--- src/rtl/uart_pkg.sv ---
// Shared UART receive types and oversampling constants.
// Used by uart_rx; the UART_RX_MAJORITY_EN build option lives in uart_rx.sv.
package uart_pkg;

  typedef enum logic [1:0] {IDLE, START, DATA, STOP} rx_state_t;

  localparam int DATA_BITS_DEF   = 8;
  localparam int OVERSAMPLE_MID  = 7;
  localparam int OVERSAMPLE_LAST = 15;

  function automatic logic maj3(input logic [2:0] w);
    return (w[0] & w[1]) | (w[0] & w[2]) | (w[1] & w[2]);
  endfunction

endpackage

--- src/rtl/sync_2ff.sv ---
// Generic 1-bit two-flop synchronizer for asynchronous inputs; resets to 1 (idle-high lines).
module sync_2ff (
  input  logic clk,
  input  logic rst_n,
  input  logic d_i,
  output logic q_o
);

  logic meta_q;
  logic sync_q;

  always_ff @(posedge clk or negedge rst_n) begin
    if (!rst_n) begin
      meta_q <= 1'b1;
      sync_q <= 1'b1;
    end else begin
      meta_q <= d_i;
      sync_q <= meta_q;
    end
  end

  assign q_o = sync_q;

endmodule

--- src/rtl/uart_rx.sv ---
// 8N1 UART receiver on a shared oversampling tick, with start validation and frame-error flag.
// Build option: define UART_RX_MAJORITY_EN to decide on a 3-sample majority instead of one sample.
module uart_rx
  import uart_pkg::*;
#(
  parameter int DATA_BITS  = DATA_BITS_DEF,
  parameter int OVERSAMPLE = OVERSAMPLE_LAST + 1
) (
  input  logic                 clk,
  input  logic                 rst_n,
  input  logic                 b_tick,
  input  logic                 rx,
  output logic [DATA_BITS-1:0] rx_data,
  output logic                 rx_done,
  output logic                 rx_busy,
  output logic                 frame_err
);

  localparam int TICK_W    = $clog2(OVERSAMPLE);
  localparam int BIT_W     = $clog2(DATA_BITS);
  localparam int TICK_MID  = (OVERSAMPLE * (OVERSAMPLE_MID + 1)) / (OVERSAMPLE_LAST + 1) - 1;
  localparam int TICK_LAST = OVERSAMPLE - 1;

  logic                 rx_s;
  logic                 sample;
  rx_state_t            state_q;
  logic [TICK_W-1:0]    tick_cnt_q;
  logic [BIT_W-1:0]     bit_cnt_q;
  logic [DATA_BITS-1:0] shreg_q;
  logic [DATA_BITS-1:0] rx_data_q;
  logic                 rx_done_q;
  logic                 rx_busy_q;
  logic                 frame_err_q;
  logic                 armed_q;

  sync_2ff u_sync (
    .clk   (clk),
    .rst_n (rst_n),
    .d_i   (rx),
    .q_o   (rx_s)
  );

`ifdef UART_RX_MAJORITY_EN
  // Two ticks of history plus the current sample form the 3-wide voting window.
  logic [1:0] win_q;

  always_ff @(posedge clk or negedge rst_n) begin
    if (!rst_n) begin
      win_q <= 2'b11;
    end else if (b_tick) begin
      win_q <= {win_q[0], rx_s};
    end
  end

  assign sample = maj3({win_q, rx_s});
`else
  assign sample = rx_s;
`endif

  always_ff @(posedge clk or negedge rst_n) begin
    if (!rst_n) begin
      state_q     <= IDLE;
      tick_cnt_q  <= '0;
      bit_cnt_q   <= '0;
      shreg_q     <= '0;
      rx_data_q   <= '0;
      rx_done_q   <= 1'b0;
      rx_busy_q   <= 1'b0;
      frame_err_q <= 1'b0;
      armed_q     <= 1'b1;
    end else begin
      rx_done_q   <= 1'b0;
      frame_err_q <= 1'b0;
      if (rx_s) begin
        armed_q <= 1'b1;
      end
      case (state_q)
        IDLE: begin
          // Edge detection runs every clk so the mid-bit point is tick-accurate.
          if (armed_q && !rx_s) begin
            tick_cnt_q <= '0;
            state_q    <= START;
            rx_busy_q  <= 1'b1;
          end
        end
        START: begin
          if (b_tick) begin
            if (tick_cnt_q == TICK_W'(TICK_MID)) begin
              if (!sample) begin
                tick_cnt_q <= '0;
                bit_cnt_q  <= '0;
                state_q    <= DATA;
              end else begin
                state_q   <= IDLE;
                rx_busy_q <= 1'b0;
              end
            end else begin
              tick_cnt_q <= tick_cnt_q + 1'b1;
            end
          end
        end
        DATA: begin
          if (b_tick) begin
            if (tick_cnt_q == TICK_W'(TICK_LAST)) begin
              shreg_q    <= {sample, shreg_q[DATA_BITS-1:1]};
              tick_cnt_q <= '0;
              if (bit_cnt_q == BIT_W'(DATA_BITS - 1)) begin
                state_q <= STOP;
              end else begin
                bit_cnt_q <= bit_cnt_q + 1'b1;
              end
            end else begin
              tick_cnt_q <= tick_cnt_q + 1'b1;
            end
          end
        end
        STOP: begin
          if (b_tick) begin
            if (tick_cnt_q == TICK_W'(TICK_LAST)) begin
              state_q    <= IDLE;
              rx_busy_q  <= 1'b0;
              tick_cnt_q <= '0;
              if (sample) begin
                rx_data_q <= shreg_q;
                rx_done_q <= 1'b1;
              end else begin
                // Disarm so a held-low break cannot look like a new start bit.
                frame_err_q <= 1'b1;
                armed_q     <= 1'b0;
              end
            end else begin
              tick_cnt_q <= tick_cnt_q + 1'b1;
            end
          end
        end
        default: state_q <= IDLE;
      endcase
    end
  end

  assign rx_data   = rx_data_q;
  assign rx_done   = rx_done_q;
  assign rx_busy   = rx_busy_q;
  assign frame_err = frame_err_q;

endmodule

--- config.mk ---
export PLATFORM = sky130hd
export DESIGN_NAME = uart_rx
export DESIGN_NICKNAME = d
export VERILOG_FILES = /design/src/rtl/uart_pkg.sv /design/src/rtl/sync_2ff.sv /design/src/rtl/uart_rx.sv
export SDC_FILE = /design/constraint.sdc
export NUM_CORES = 1
export LEC_CHECK = 0
export BUFFER_PORTS_ARGS = -buffer_cell sky130_fd_sc_hd__buf_2
export CORE_ASPECT_RATIO = 0.6
export CORE_MARGIN = 4
export CORE_UTILIZATION = 25
export DETAILED_ROUTE_END_ITERATION = 16
export HOLD_SLACK_MARGIN = 0.08
export PLACE_DENSITY_LB_ADDON = 0.15
export RECOVER_POWER = 50
export SLEW_MARGIN = 10
export SYNTH_ARGS = -nofsm -noshare
export SYNTH_HDL_FRONTEND = slang
export SYNTH_SLANG_ARGS = --single-unit
--- constraint.sdc ---
create_clock -name clk -period 1.7 [get_ports clk]
set_input_delay 0.17 -clock clk [delete_from_list [all_inputs] [get_ports clk]]
set_output_delay 0.17 -clock clk [all_outputs]
set_load 0.02 [all_outputs]
**Word-level counts from Yosys, hierarchy flattened**

Index checks and enable logic that the tools add are counted.

- Output and inout bits: 11
- Input port bits: 4
- Register bits after elaboration: 31

- Reductions and logical operators: 12
- Add/sub/neg operators: 2
- Multiplexer cells: 44
- Equality and inequality tests: 19

Operator list:

| kind | number |
|---|---|
| 4-bit 2-to-1 mux | 6 |
| 2-bit inequality test (second input constant) | 10 |
| 1-bit 2-to-1 mux | 19 |
| 2-bit 2-to-1 mux | 9 |
| 3-bit 2-to-1 mux | 6 |
| 7-bit AND reduction | 2 |
| 4-bit case mux with 3 select lines | 1 |
| 2-bit case mux with 4 select lines | 1 |
| 4-bit AND reduction | 2 |
| 8-bit AND reduction | 1 |
| 3-bit case mux with 2 select lines | 1 |
| 4-bit by 1-bit adder with 4-bit output (second input constant) | 1 |
| 2-bit equality test (second input constant) | 2 |
| 4-bit by 3-bit equality test with 1-bit output (second input constant) | 1 |
| 4-bit equality test (second input constant) | 1 |
| 2-bit by 1-bit inequality test with 1-bit output (second input constant) | 2 |
| 3-bit by 1-bit adder with 3-bit output (second input constant) | 1 |
| 3-bit equality test (second input constant) | 1 |
| 3-bit inequality test (second input constant) | 1 |
| 1-bit case mux with 3 select lines | 1 |
| 3-bit AND reduction | 1 |
| 3-bit nonzero test | 1 |
| 2-bit by 1-bit equality test with 1-bit output (second input constant) | 1 |
| 2-bit logical NOT | 1 |
| 4 further kinds | 4 |

**Depth between registers and ports, before layout**

- Depth in word-level cells: 5
- Depth in mapped cells: 5
- Gate-level depth less buffers: 5

**Cells and area by module**

From an unflattened synthesis, not the netlist that was laid out.

- Cells, all modules: 121
- Area, all modules: 1422.6 µm²

Modules (own cells, without submodules):

| module | area an instance (µm²) | instances | cells each |
|---|---|---|---|
| uart_rx | 1370.1 | 1 | 119 |
| sync_2ff | 52.6 | 1 | 2 |

**Worst setup path before layout**

OpenSTA, ideal clock, no wires.

- Path type: register -> register
- Start: register tick_cnt_q[0]
- End: register shreg_q[0]
- Arrival time: 1.463 ns
- Setup slack: 0.113 ns
- Data required time: 1.575 ns
- Period minus slack after synthesis: 1.587 ns
- Path buffers: 0
- Library setup time: 0.125 ns
- Stages on the path, launching flop included: 6
- Cells stage by stage: dfrtp_1 > ha_1 > and3_1 > nand3_2 > nor2_4 > mux2_2

- Longest elaborated chain between the ends: 2

RTL lines:

| what | line | text |
|---|---|---|
| start: declaration | uart_rx.sv:27 | `logic [TICK_W-1:0] tick_cnt_q;` |
| start signal: assignment | uart_rx.sv:98 | `tick_cnt_q <= tick_cnt_q + 1'b1;` |
| start signal: assignment | uart_rx.sv:113 | `tick_cnt_q <= tick_cnt_q + 1'b1;` |
| start signal: assignment | uart_rx.sv:132 | `tick_cnt_q <= tick_cnt_q + 1'b1;` |
| 4-bit equality test | uart_rx.sv:104 | `if (tick_cnt_q == TICK_W'(TICK_LAST)) begin` |
| 3-bit AND reduction (no source line) | -- |  |
| end signal: assignment | uart_rx.sv:105 | `shreg_q <= {sample, shreg_q[DATA_BITS-1:1]};` |
| end: declaration | uart_rx.sv:29 | `logic [DATA_BITS-1:0] shreg_q;` |

No other way between the ends.
A chain may end at the register's enable or synchronous reset.

**Worst setup path in the final report**

- Start: register u_sync.sync_q (netlist: u_sync.q_o)
- End: register tick_cnt_q[3]

- Longest elaborated chain between the ends: 4
- Elaborated cells on any way between the ends: 5
- Classes of those cells: 2 x eq/ne; 3 x reduce/logical

RTL lines:

| what | line | text |
|---|---|---|
| start: declaration | sync_2ff.sv:10 | `logic sync_q;` |
| start signal: assignment | sync_2ff.sv:18 | `sync_q <= meta_q;` |
| 1-bit logical NOT | -- |  |
| 1-bit logical AND | uart_rx.sv:80 | `if (armed_q && !rx_s) begin` |
| 2-bit inequality test (no source line) | -- |  |
| 4-bit AND reduction (no source line) * | -- |  |

Mark *: on every way between the ends. The rest lies on a longest branch, timed or not.

==> results.md <==
Global route:
- The number of global-route vias before repair is 898.
- Global routing finished with a remaining overflow of 0.
- The first global-routing pass estimated 4.657 mm of wire.
- The initial antenna violation count is 0.
- Across every metal layer, demand over resource in global routing totals 0.08756.
- Entering global routing, the biggest net connects 32 pins.

Finish:
- The fraction of the core area covered by cells at the end of the flow is 0.3292.
- The post-layout net count is 140.
- The number of diodes is 0.
- In the layout the commonest cells are 28 x sky130_fd_sc_hd__dfrtp_1, 17 x sky130_fd_sc_hd__mux2_2, 11 x sky130_fd_sc_hd__clkbuf_1.
- The area growth from synthesis to final layout is 23.63%.
- Of the cells placed in the final design, the portion with a size suffix greater than 1 is 0.3582.
- Leaving out fill and tap cells, the most frequent cell in the layout is sky130_fd_sc_hd__dfrtp_1.

Hold path:
- The worst hold path belongs to the class in2reg.

Synth:
- The net count after synthesis is 114.
- The number of synthesized flops with an enable pin is 0.
- The number of warnings issued by yosys is 0.
- The share of the synthesized area in the top cell type is 0.5031.
- In this run the mean area of a mapped cell was 13.01 um^2.
- The predominant post-synthesis flop cell is sky130_fd_sc_hd__dfrtp_1.
- The most area-hungry cell type in the Yosys netlist is sky130_fd_sc_hd__dfrtp_1.
- The post-synthesis instance area is 1393 um^2.
- After synthesis, the netlist uses 35 different library cells.
- The number of synthesized register bits is 31.
- Of all flip-flops after synthesis, the portion carrying an async set or reset was 1.000.
- The register area share after synthesis is 0.5597.
- Counting every instance in the synthesized netlist gives 107.
- In the post-synthesis netlist, the biggest area contributors are sky130_fd_sc_hd__dfrtp_1 50%, sky130_fd_sc_hd__mux2_2 14%, sky130_fd_sc_hd__dfstp_2 5.7%.

Drt:
- The detailed router put a total of 1.554 mm of wire on met1.
- Dividing the detail-routed via count by the number of cells gives 4.355.
- After detailed routing, the number of remaining DRC violations is 0.
- The final route contains 871 vias.
- In this run the remaining antenna-violating nets after routing total 0.
- The first routing iteration left 36 violations.
- The average routed wire per standard cell is 13.72 um.
- The length of the first detailed-routing pass in iterations is 4.
- The highest layer touched by signal routing is met4.
- The routed design uses 106 um of met3 wire.
- Summed over all layers, the routed wires come to 2.743 mm.
- Detailed routing placed a total of 1.067 mm of wire on met2.

CTS:
- The number of buffers on the longest clock path is 2.
- CTS built an H-tree with a depth of 2.
- The number of buffers added by the clock tree synthesis step is 5.
- The clock reaches the later pin of the worst-skew pair after 0.28 ns.
- The clock drives 31 sinks.
- After clock tree synthesis, the clock-pin slew on the worst setup and hold paths is 0.07 ns.
- The root buffer cell chosen for the clock tree is sky130_fd_sc_hd__clkbuf_8.
- TritonCTS built the clock tree.

Place:
- The setup slack at placement is 0.01634 ns.
- The detailed placement HPWL is 1.946 mm.
- The count of buffers added on input and output ports is 14.
- The routability congestion estimate from global placement is 0.7208.

Worst setup path:
- The class of the most critical setup path is reg2reg.
- At the worst endpoint, the arrival time is 1.77 ns.
- The worst setup path is captured at a register.
- The worst endpoint required time is 1.86 ns.
- Along the worst path, the maximum fanout reaches 6.
- The type of element launching the critical path is a register.

STA:
- The total count of max-transition violations in the final report is 0.
- For the pin with the worst max-slew slack, the measured transition is 0.7742 ns.
- The setup-violating endpoint count in the final report is 0.
- The final critical path time including I/O delays and setup is 1.612 ns.
- The post-route worst setup slack is 0.08836 ns.
- The part of the cycle the worst path needs is 0.9480.
- In this run the tightest slew margin relative to its limit is 0.4839.
- The final number of hold-violating endpoints was 0.
- On the final layout, the worst clock skew is 0.005489 ns.
- The maximum operating frequency is 620.5 MHz.

Die:
- For this configuration, the core starts out at a cell density of 0.2663.
- The die covers 6868 um^2.
- The die is 65.81 um tall.
- The site row count is 20.
- The top-level I/O count is 15.
- The floorplan step defined a core boundary enclosing 5230 um^2.
- In this run the horizontal extent of the chip is 104.4 um.

Job:
- The tool flagged a number of max-cap violations equal to 0.

Run status:
- The flow ran to the end, and the final reports show no timing, DRC or antenna violations.

Power and ir drop:
- The power per cell area is 1213 nW/um^2.
- Summed over all cells, the static leakage comes to 0.7768 nW.
- IR analysis of the VDD net gives a maximum drop of 0.0004067 V.
-- critical path, stage by stage (launching register included) --
cell                       delay (ns)
sky130_fd_sc_hd__dfstp_2         0.62
sky130_fd_sc_hd__nand4b_1        0.21
sky130_fd_sc_hd__a311oi_4        0.38
sky130_fd_sc_hd__nand2b_1        0.20
sky130_fd_sc_hd__o22ai_1         0.09
-- kinds of logic (layout without fill, tap and decap cells) --
family / count (synthesis) / in the layout / synth area share
AO/OA/AOI/OAI: 16 / 16 / 0.08715
adder cells (fa/ha/maj): 3 / 3 / 0.02696
buffers and inverters: 7 / 34 / 0.03054
flip-flops: 31 / 31 / 0.5598
multiplexers: 17 / 17 / 0.1375
AND/OR/NAND/NOR: 33 / 33 / 0.1581
-- state kept, by name, indices dropped and copies added (netlist names), named ones only --
signal,flops
rx_data,8
shreg_q,8
tick_cnt_q,4
bit_cnt_q,3
armed_q,1
frame_err,1
rx_busy,1
rx_done,1
state_q,1
u_sync.meta_q,1
u_sync.q_o,1
-- layout make-up --
| class | instances | area (um^2) |
|---|---|---|
| Clock buffer | 6 | 82.58 |
| Clock inverter | 2 | 35.03 |
| Fill cell | 521 | 3508 |
| Inverter | 3 | 11.26 |
| Multi-Input combinational cell | 69 | 601.8 |
| Sequential cell | 31 | 779.5 |
| Tap cell | 66 | 82.58 |
| Timing Repair Buffer | 23 | 128.9 |
-- power by group --
group          switching, mW  internal (mW)
clock                  0.281          0.474
sequential             0.125          0.801
combinational          0.213          0.195
-- cells in the mapped netlist (2+ instances only) --
cell,number
sky130_fd_sc_hd__a21oi_1,3
sky130_fd_sc_hd__a22o_1,2
sky130_fd_sc_hd__and2_1,2
sky130_fd_sc_hd__buf_4,2
sky130_fd_sc_hd__dfrtp_1,28
sky130_fd_sc_hd__dfstp_2,3
sky130_fd_sc_hd__ha_1,3
sky130_fd_sc_hd__inv_1,3
sky130_fd_sc_hd__mux2_2,17
sky130_fd_sc_hd__nand2_1,6
sky130_fd_sc_hd__nand2b_1,2
sky130_fd_sc_hd__nand3_1,3
sky130_fd_sc_hd__nand3_2,2
sky130_fd_sc_hd__nor2_1,8
sky130_fd_sc_hd__o21ai_0,2
sky130_fd_sc_hd__o22a_1,2
-- worst paths after layout --
| check | startpoint | endpoint | slack [ns] | cells after the start |
|---|---|---|---|---|
| worst max-delay path | u_sync.q_o$_DFF_PN1_ | tick_cnt_q[3]$_DFFE_PN0P_ | 0.09 | 4 |
| worst min-delay path | b_tick | tick_cnt_q[2]$_DFFE_PN0P_ | 0.23 | 3 |
| worst max register to register | u_sync.q_o$_DFF_PN1_ | tick_cnt_q[3]$_DFFE_PN0P_ | 0.09 | 4 |
| worst min register to register | u_sync.meta_q$_DFF_PN1_ | u_sync.q_o$_DFF_PN1_ | 0.36 | 0 |
| max in group asynchronous | rst_n | tick_cnt_q[3]$_DFFE_PN0P_ | 0.71 | 2 |
| min in group asynchronous | rst_n | bit_cnt_q[1]$_DFFE_PN0P_ | 0.50 | 2 |
-- metal layers --
metal  vias to the layer above  track usage
met5                         -            0
met4                         0      0.03483
met3                         3      0.03024
met2                        12       0.1093
met1                       421       0.1327
li1                        435            -
-- metrics by stage --
| step | setup TNS (ns) | power (mW) | area (um^2) | instances | hold WS [ns] |
|---|---|---|---|---|---|
| global placement | 0 | 1.274 | 1559 | 189 | 0.2675 |
| detailed placement | 0 | 1.279 | 1559 | 189 | 0.2722 |
| finish | 0 | 2.088 | 1722 | 200 | 0.2305 |
| floorplan | 0 | 1.175 | 1393 | 107 | -0.1256 |
| CTS | 0 | 2.072 | 1707 | 199 | 0.2013 |
| global route | -0.01774 | 2.223 | 1722 | 200 | 0.2374 |
-- repair_timing --
| action | in CTS | in global routing |
|---|---|---|
| setup endpoints to repair | 2 | 11 |
| hold buffers | 2 | 0 |
| buffers inserted | 0 | 1 |
| hold endpoints to repair | 29 | 0 |
| pin swaps | 1 | 3 |
| resized for setup | 2 | 2 |
No activity file was read; power rests on OpenSTA's default activity.
